$ cat src/rtl/instr_decode_queue.sv
// Instruction queue with a registered decode stage: FIFO of {ir, pc} feeding a decoded output bundle.
// Optional branch-target adder is enabled by defining INSTR_DECODE_BTARGET_EN.
`timescale 1ns/1ps
module instr_decode_queue #(
    parameter int DEPTH  = 4,
    parameter int DATA_W = 16,
    parameter int PC_W   = 8,
    localparam int AW    = $clog2(DEPTH),
    localparam int CNT_W = $clog2(DEPTH) + 1
) (
    input  logic              clk,
    input  logic              reset_n,
    input  logic              in_valid,
    output logic              in_ready,
    input  logic [15:0]       in_ir,
    input  logic [PC_W-1:0]   in_pc,
    input  logic              flush,
    output logic              out_valid,
    input  logic              out_ready,
    output logic [2:0]        opcode,
    output logic [1:0]        op,
    output logic [1:0]        alu_op,
    output logic [1:0]        shift,
    output logic [2:0]        rn,
    output logic [2:0]        rd,
    output logic [2:0]        rm,
    output logic [2:0]        cond,
    output logic [DATA_W-1:0] sximm5,
    output logic [DATA_W-1:0] sximm8,
    output logic [PC_W-1:0]   out_pc,
    output logic [PC_W-1:0]   btarget,
    output logic [CNT_W-1:0]  count
);
    logic [15+PC_W:0]  r_mem [DEPTH];
    logic [AW-1:0]     r_wr_ptr;
    logic [AW-1:0]     r_rd_ptr;
    logic [CNT_W-1:0]  r_count;
    logic              r_out_valid;
    logic [2:0]        r_opcode;
    logic [1:0]        r_op;
    logic [1:0]        r_shift;
    logic [2:0]        r_rn;
    logic [2:0]        r_rd;
    logic [2:0]        r_rm;
    logic [DATA_W-1:0] r_sximm5;
    logic [DATA_W-1:0] r_sximm8;
    logic [PC_W-1:0]   r_out_pc;

    logic              w_push;
    logic              w_load;
    logic [15:0]       w_head_ir;
    logic [PC_W-1:0]   w_head_pc;
    logic [DATA_W-1:0] w_sximm5;
    logic [DATA_W-1:0] w_sximm8;

    // in_ready is a pure function of occupancy so fetch never sees a path from out_ready.
    assign in_ready  = (r_count < CNT_W'(DEPTH));
    assign w_push    = in_valid && in_ready && !flush;
    assign w_load    = (r_count != '0) && (!r_out_valid || out_ready) && !flush;
    assign w_head_ir = r_mem[r_rd_ptr][15+PC_W:PC_W];
    assign w_head_pc = r_mem[r_rd_ptr][PC_W-1:0];
    assign w_sximm5  = {{(DATA_W-5){w_head_ir[4]}}, w_head_ir[4:0]};
    assign w_sximm8  = {{(DATA_W-8){w_head_ir[7]}}, w_head_ir[7:0]};

    always_ff @(posedge clk) begin
        if (w_push) begin
            r_mem[r_wr_ptr] <= {in_ir, in_pc};
        end
    end

    always_ff @(posedge clk or negedge reset_n) begin
        if (!reset_n) begin
            r_wr_ptr    <= '0;
            r_rd_ptr    <= '0;
            r_count     <= '0;
            r_out_valid <= 1'b0;
            r_opcode    <= '0;
            r_op        <= '0;
            r_shift     <= '0;
            r_rn        <= '0;
            r_rd        <= '0;
            r_rm        <= '0;
            r_sximm5    <= '0;
            r_sximm8    <= '0;
            r_out_pc    <= '0;
        end else if (flush) begin
            r_wr_ptr    <= '0;
            r_rd_ptr    <= '0;
            r_count     <= '0;
            r_out_valid <= 1'b0;
        end else begin
            if (w_push) begin
                r_wr_ptr <= r_wr_ptr + AW'(1);
            end
            if (w_push && !w_load) begin
                r_count <= r_count + CNT_W'(1);
            end else if (w_load && !w_push) begin
                r_count <= r_count - CNT_W'(1);
            end
            if (w_load) begin
                r_rd_ptr    <= r_rd_ptr + AW'(1);
                r_out_valid <= 1'b1;
                r_opcode    <= w_head_ir[15:13];
                r_op        <= w_head_ir[12:11];
                r_shift     <= w_head_ir[4:3];
                r_rn        <= w_head_ir[10:8];
                r_rd        <= w_head_ir[7:5];
                r_rm        <= w_head_ir[2:0];
                r_sximm5    <= w_sximm5;
                r_sximm8    <= w_sximm8;
                r_out_pc    <= w_head_pc;
            end else if (r_out_valid && out_ready) begin
                r_out_valid <= 1'b0;
            end
        end
    end

`ifdef INSTR_DECODE_BTARGET_EN
    logic [PC_W-1:0] r_btarget;
    logic [PC_W-1:0] w_btarget;

    assign w_btarget = w_head_pc + PC_W'(1) + w_sximm8[PC_W-1:0];

    always_ff @(posedge clk or negedge reset_n) begin
        if (!reset_n) begin
            r_btarget <= '0;
        end else if (w_load) begin
            r_btarget <= w_btarget;
        end
    end
    assign btarget = r_btarget;
`else
    assign btarget = '0;
`endif

    assign count     = r_count;
    assign out_valid = r_out_valid;
    assign opcode    = r_opcode;
    assign op        = r_op;
    assign alu_op    = r_op;
    assign shift     = r_shift;
    assign rn        = r_rn;
    assign rd        = r_rd;
    assign rm        = r_rm;
    assign cond      = r_rn;
    assign sximm5    = r_sximm5;
    assign sximm8    = r_sximm8;
    assign out_pc    = r_out_pc;
endmodule

$ cat config.mk
export PLATFORM = sky130hd
export DESIGN_NAME = instr_decode_queue
export DESIGN_NICKNAME = d
export VERILOG_FILES = /design/src/rtl/instr_decode_queue.sv
export SDC_FILE = /design/constraint.sdc
export NUM_CORES = 1
export LEC_CHECK = 0
export ABC_AREA = 0
export BUFFER_PORTS_ARGS = -buffer_cell sky130_fd_sc_hd__buf_2
export CORE_MARGIN = 1.5
export CORE_UTILIZATION = 56
export DETAILED_ROUTE_END_ITERATION = 16
export HOLD_SLACK_MARGIN = 0.08
export PLACE_DENSITY = 0.81
export SYNTH_ARGS = -nofsm -noshare
export SYNTH_HDL_FRONTEND = slang
export SYNTH_SLANG_ARGS = --single-unit
$ cat constraint.sdc
create_clock -name clk -period 3.75 [get_ports clk]
set_input_delay 0.375 -clock clk [delete_from_list [all_inputs] [get_ports clk]]
set_output_delay 0.375 -clock clk [all_outputs]
set_load 0.05 [all_outputs]
==> flow_summary.toml <==
[placement]
io_buffers = 94
dp_hpwl_mm = 5.10
place_congestion = 0.865

[grt]
gr-total-overflow = 0
grtUsageTotal = 0.191
antenna_found_initial = 0
first_global_vias = 2661
grt_pass1_wl_mm = 13.9
grt_max_degree = 33

[finish]
nNetsFinal = 410
nFillCells = 597
antennaDiodeCount = 0
multi_input_area_um2 = 1290
ff_latch_area_um2 = 3680
drive_gt1_frac = 0.450
area_growth_pct = 19.3

[timing]
fin_crit_ns = 2.06
slew_violations = 0
fin_skew_ns = 0.0189
setup_tns_ns = 0
slew_headroom = 0.242
final_hold_viol_count = 0
setup_viol = 0
max_freq_ghz = 0.484
fin_hold_ws_ns = 0.108
rsz0062_at_grt = "false"
period_share = 0.551
tightest_slew_ns = 1.14

[clock_network]
cts_tree = "yes"
cts_buffers = 17
cts_setup_buffers = 0
cts_buffer_depth = 2
clk_pin_slew_ns = 0.06
cts_max_level = 4
clockRootBuffer = "clkbuf_8"
clock_latency_ns = 0.52
cts_sinks = 128

[critical_path]
cp-start-kind = "flip-flop"
path_max_fanout = 7
r2r.worst_path.cells = 5
required_ns = 4.15
crit_path_end_kind = "flip-flop"
worstSetupPathType = "reg -> reg"
crit_arrival_ns = 2.47

[synthesis]
synth_top_area_share = 0.534
ys_types = 35
ys_ff_latch = 128
synth.largest_area_cell = "edfxtp_1"
ys_seq_area_frac = 0.682
netlist_area_um2 = 5400
netlist_instances = 282
synthTopCellsByArea = "edfxtp_1 53%, dfrtp_1 15%, mux4_2 7.5%, buf_4 6.3%, mux2_4 5.6%"
syn_area_per_cell_um2 = 19.2
yosys_warnings = 0

[floorplanning]
fp.dieW_um = 101
core_area_um2 = 9280
fp.dieH_um = 101
io_pins = 103
placementRows = 35
start_util = 0.582
dieArea_um2 = 10200

[status]
status = "completed"

[routing]
routed_wl_mm = 9.18
vias_per_cell = 5.20
drtPass1Iterations = 5
drcViolationCount = 0
drt_iter0_drc = 151
vias = 2696
routedWlPerCell_um = 17.7
final_antenna_net_count = 0

[job]
maxCapViolations = 0

[min_path]
min_path_type = "in -> reg"
hold_depth = 1
-- logic make-up after synthesis --
kind of cell	synth area share
other cells	0.000694
flops	0.682
compound gates	0.0132
xor+xnor	0.00486
mux	0.170
buf+inv	0.0850
simple gates	0.0313
fa+ha+maj	0.0130
-- metal layers --
layer | wire length [um] | vias to the layer above | track usage
li1 | - | 1211 | -
met1 | 3940 | 1372 | 0.242
met2 | 4700 | 106 | 0.318
met3 | 460 | 7 | 0.0580
met4 | 69 | 0 | 0.0641
met5 | 0 | - | 0
-- cells in the mapped netlist, drive strengths merged --
| cell | instances |
|---|---|
| edfxtp | 96 |
| buf | 51 |
| dfrtp | 32 |
| mux2 | 25 |
| mux4 | 24 |
| nor2 | 10 |
| a21oi | 5 |
| and2 | 5 |
| inv | 5 |
| ha | 4 |
| nor2b | 4 |
| clkbuf | 3 |
| xnor2 | 3 |
| nand2 | 2 |
| nor3 | 2 |
| a2111oi | 1 |
| conb | 1 |
| fa | 1 |
| nand2b | 1 |
| nand3 | 1 |
| nor3b | 1 |
| o211a | 1 |
| o211ai | 1 |
| o21ai | 1 |
| o22a | 1 |
| or2 | 1 |
-- placed cells by master (no fill, tap or decap), types with 2 or more instances in the layout --
cell,instances
mux2_4,20
inv_1,5
buf_4,4
clkbuf_1,4
clkinv_2,3
and2_1,5
ha_1,4
nor2b_1,3
dfrtp_1,31
mux2_2,5
bufinv_16,2
clkbuf_8,2
conb_1,8
nand2_1,2
nor2_1,9
edfxtp_1,96
dlygate4sd3_1,24
a21oi_1,5
buf_2,94
mux4_2,18
clkinvlp_4,5
xnor2_1,3
mux4_1,6
clkbuf_16,16
-- path summary, 6_finish.rpt --
kind	from	to	slack, ns
max	count[2]	count[1]	1.69
min	in_ir[5]	r_mem[2][13]	0.11
max reg2reg	count[2]	count[1]	1.69
min reg2reg	opcode[2]	opcode[2]	0.51
max in group asynchronous	reset_n	r_rd_ptr[0]	2.73
min in group asynchronous	reset_n	count[2]	0.47
-- registers in the layout, indices dropped and copies added (netlist names), 2 cells and up --
name and cells:
alu_op 2, cond 3, count 3, opcode 3
out_pc 8, r_mem 96, r_rd_ptr 2, r_wr_ptr 2
rd 3, rm 2
-- stage by stage --
stage,utilization,instances,setup WS [ns],area [um2]
finish,0.694,518,1.69,6450
global route,0.694,518,1.55,6450
floorplan,-,289,1.58,5430
detailed placement,0.609,462,1.67,5650
global placement,0.609,462,1.78,5650
CTS,0.694,518,1.70,6450
-- critical path, cell delays in order, from the launching register on --
cell       delay [ns]
dfrtp_1          0.48
nor2b_2          0.28
nor2b_1          0.28
and2_1           0.18
fa_1             0.43
a2111oi_2        0.30
-- what timing repair did --
item | in CTS | in global routing
hold buffers | 24 | 0
resized for setup | 0 | 0
hold endpoints to repair | 124 | 0
-- final cells by class --
| class | count | share of cell area |
|---|---|---|
| Multi-Input combinational cell | 102 | 0.199 |
| Clock inverter | 10 | 0.0175 |
| Clock buffer | 22 | 0.0687 |
| Timing Repair Buffer | 122 | 0.115 |
| Tap cell | 129 | 0.0250 |
| Inverter | 5 | 0.00291 |
| Sequential cell | 128 | 0.572 |
Power is not shown: default switching activity piles up to over one toggle a cycle in this logic, so the estimate is an artifact.
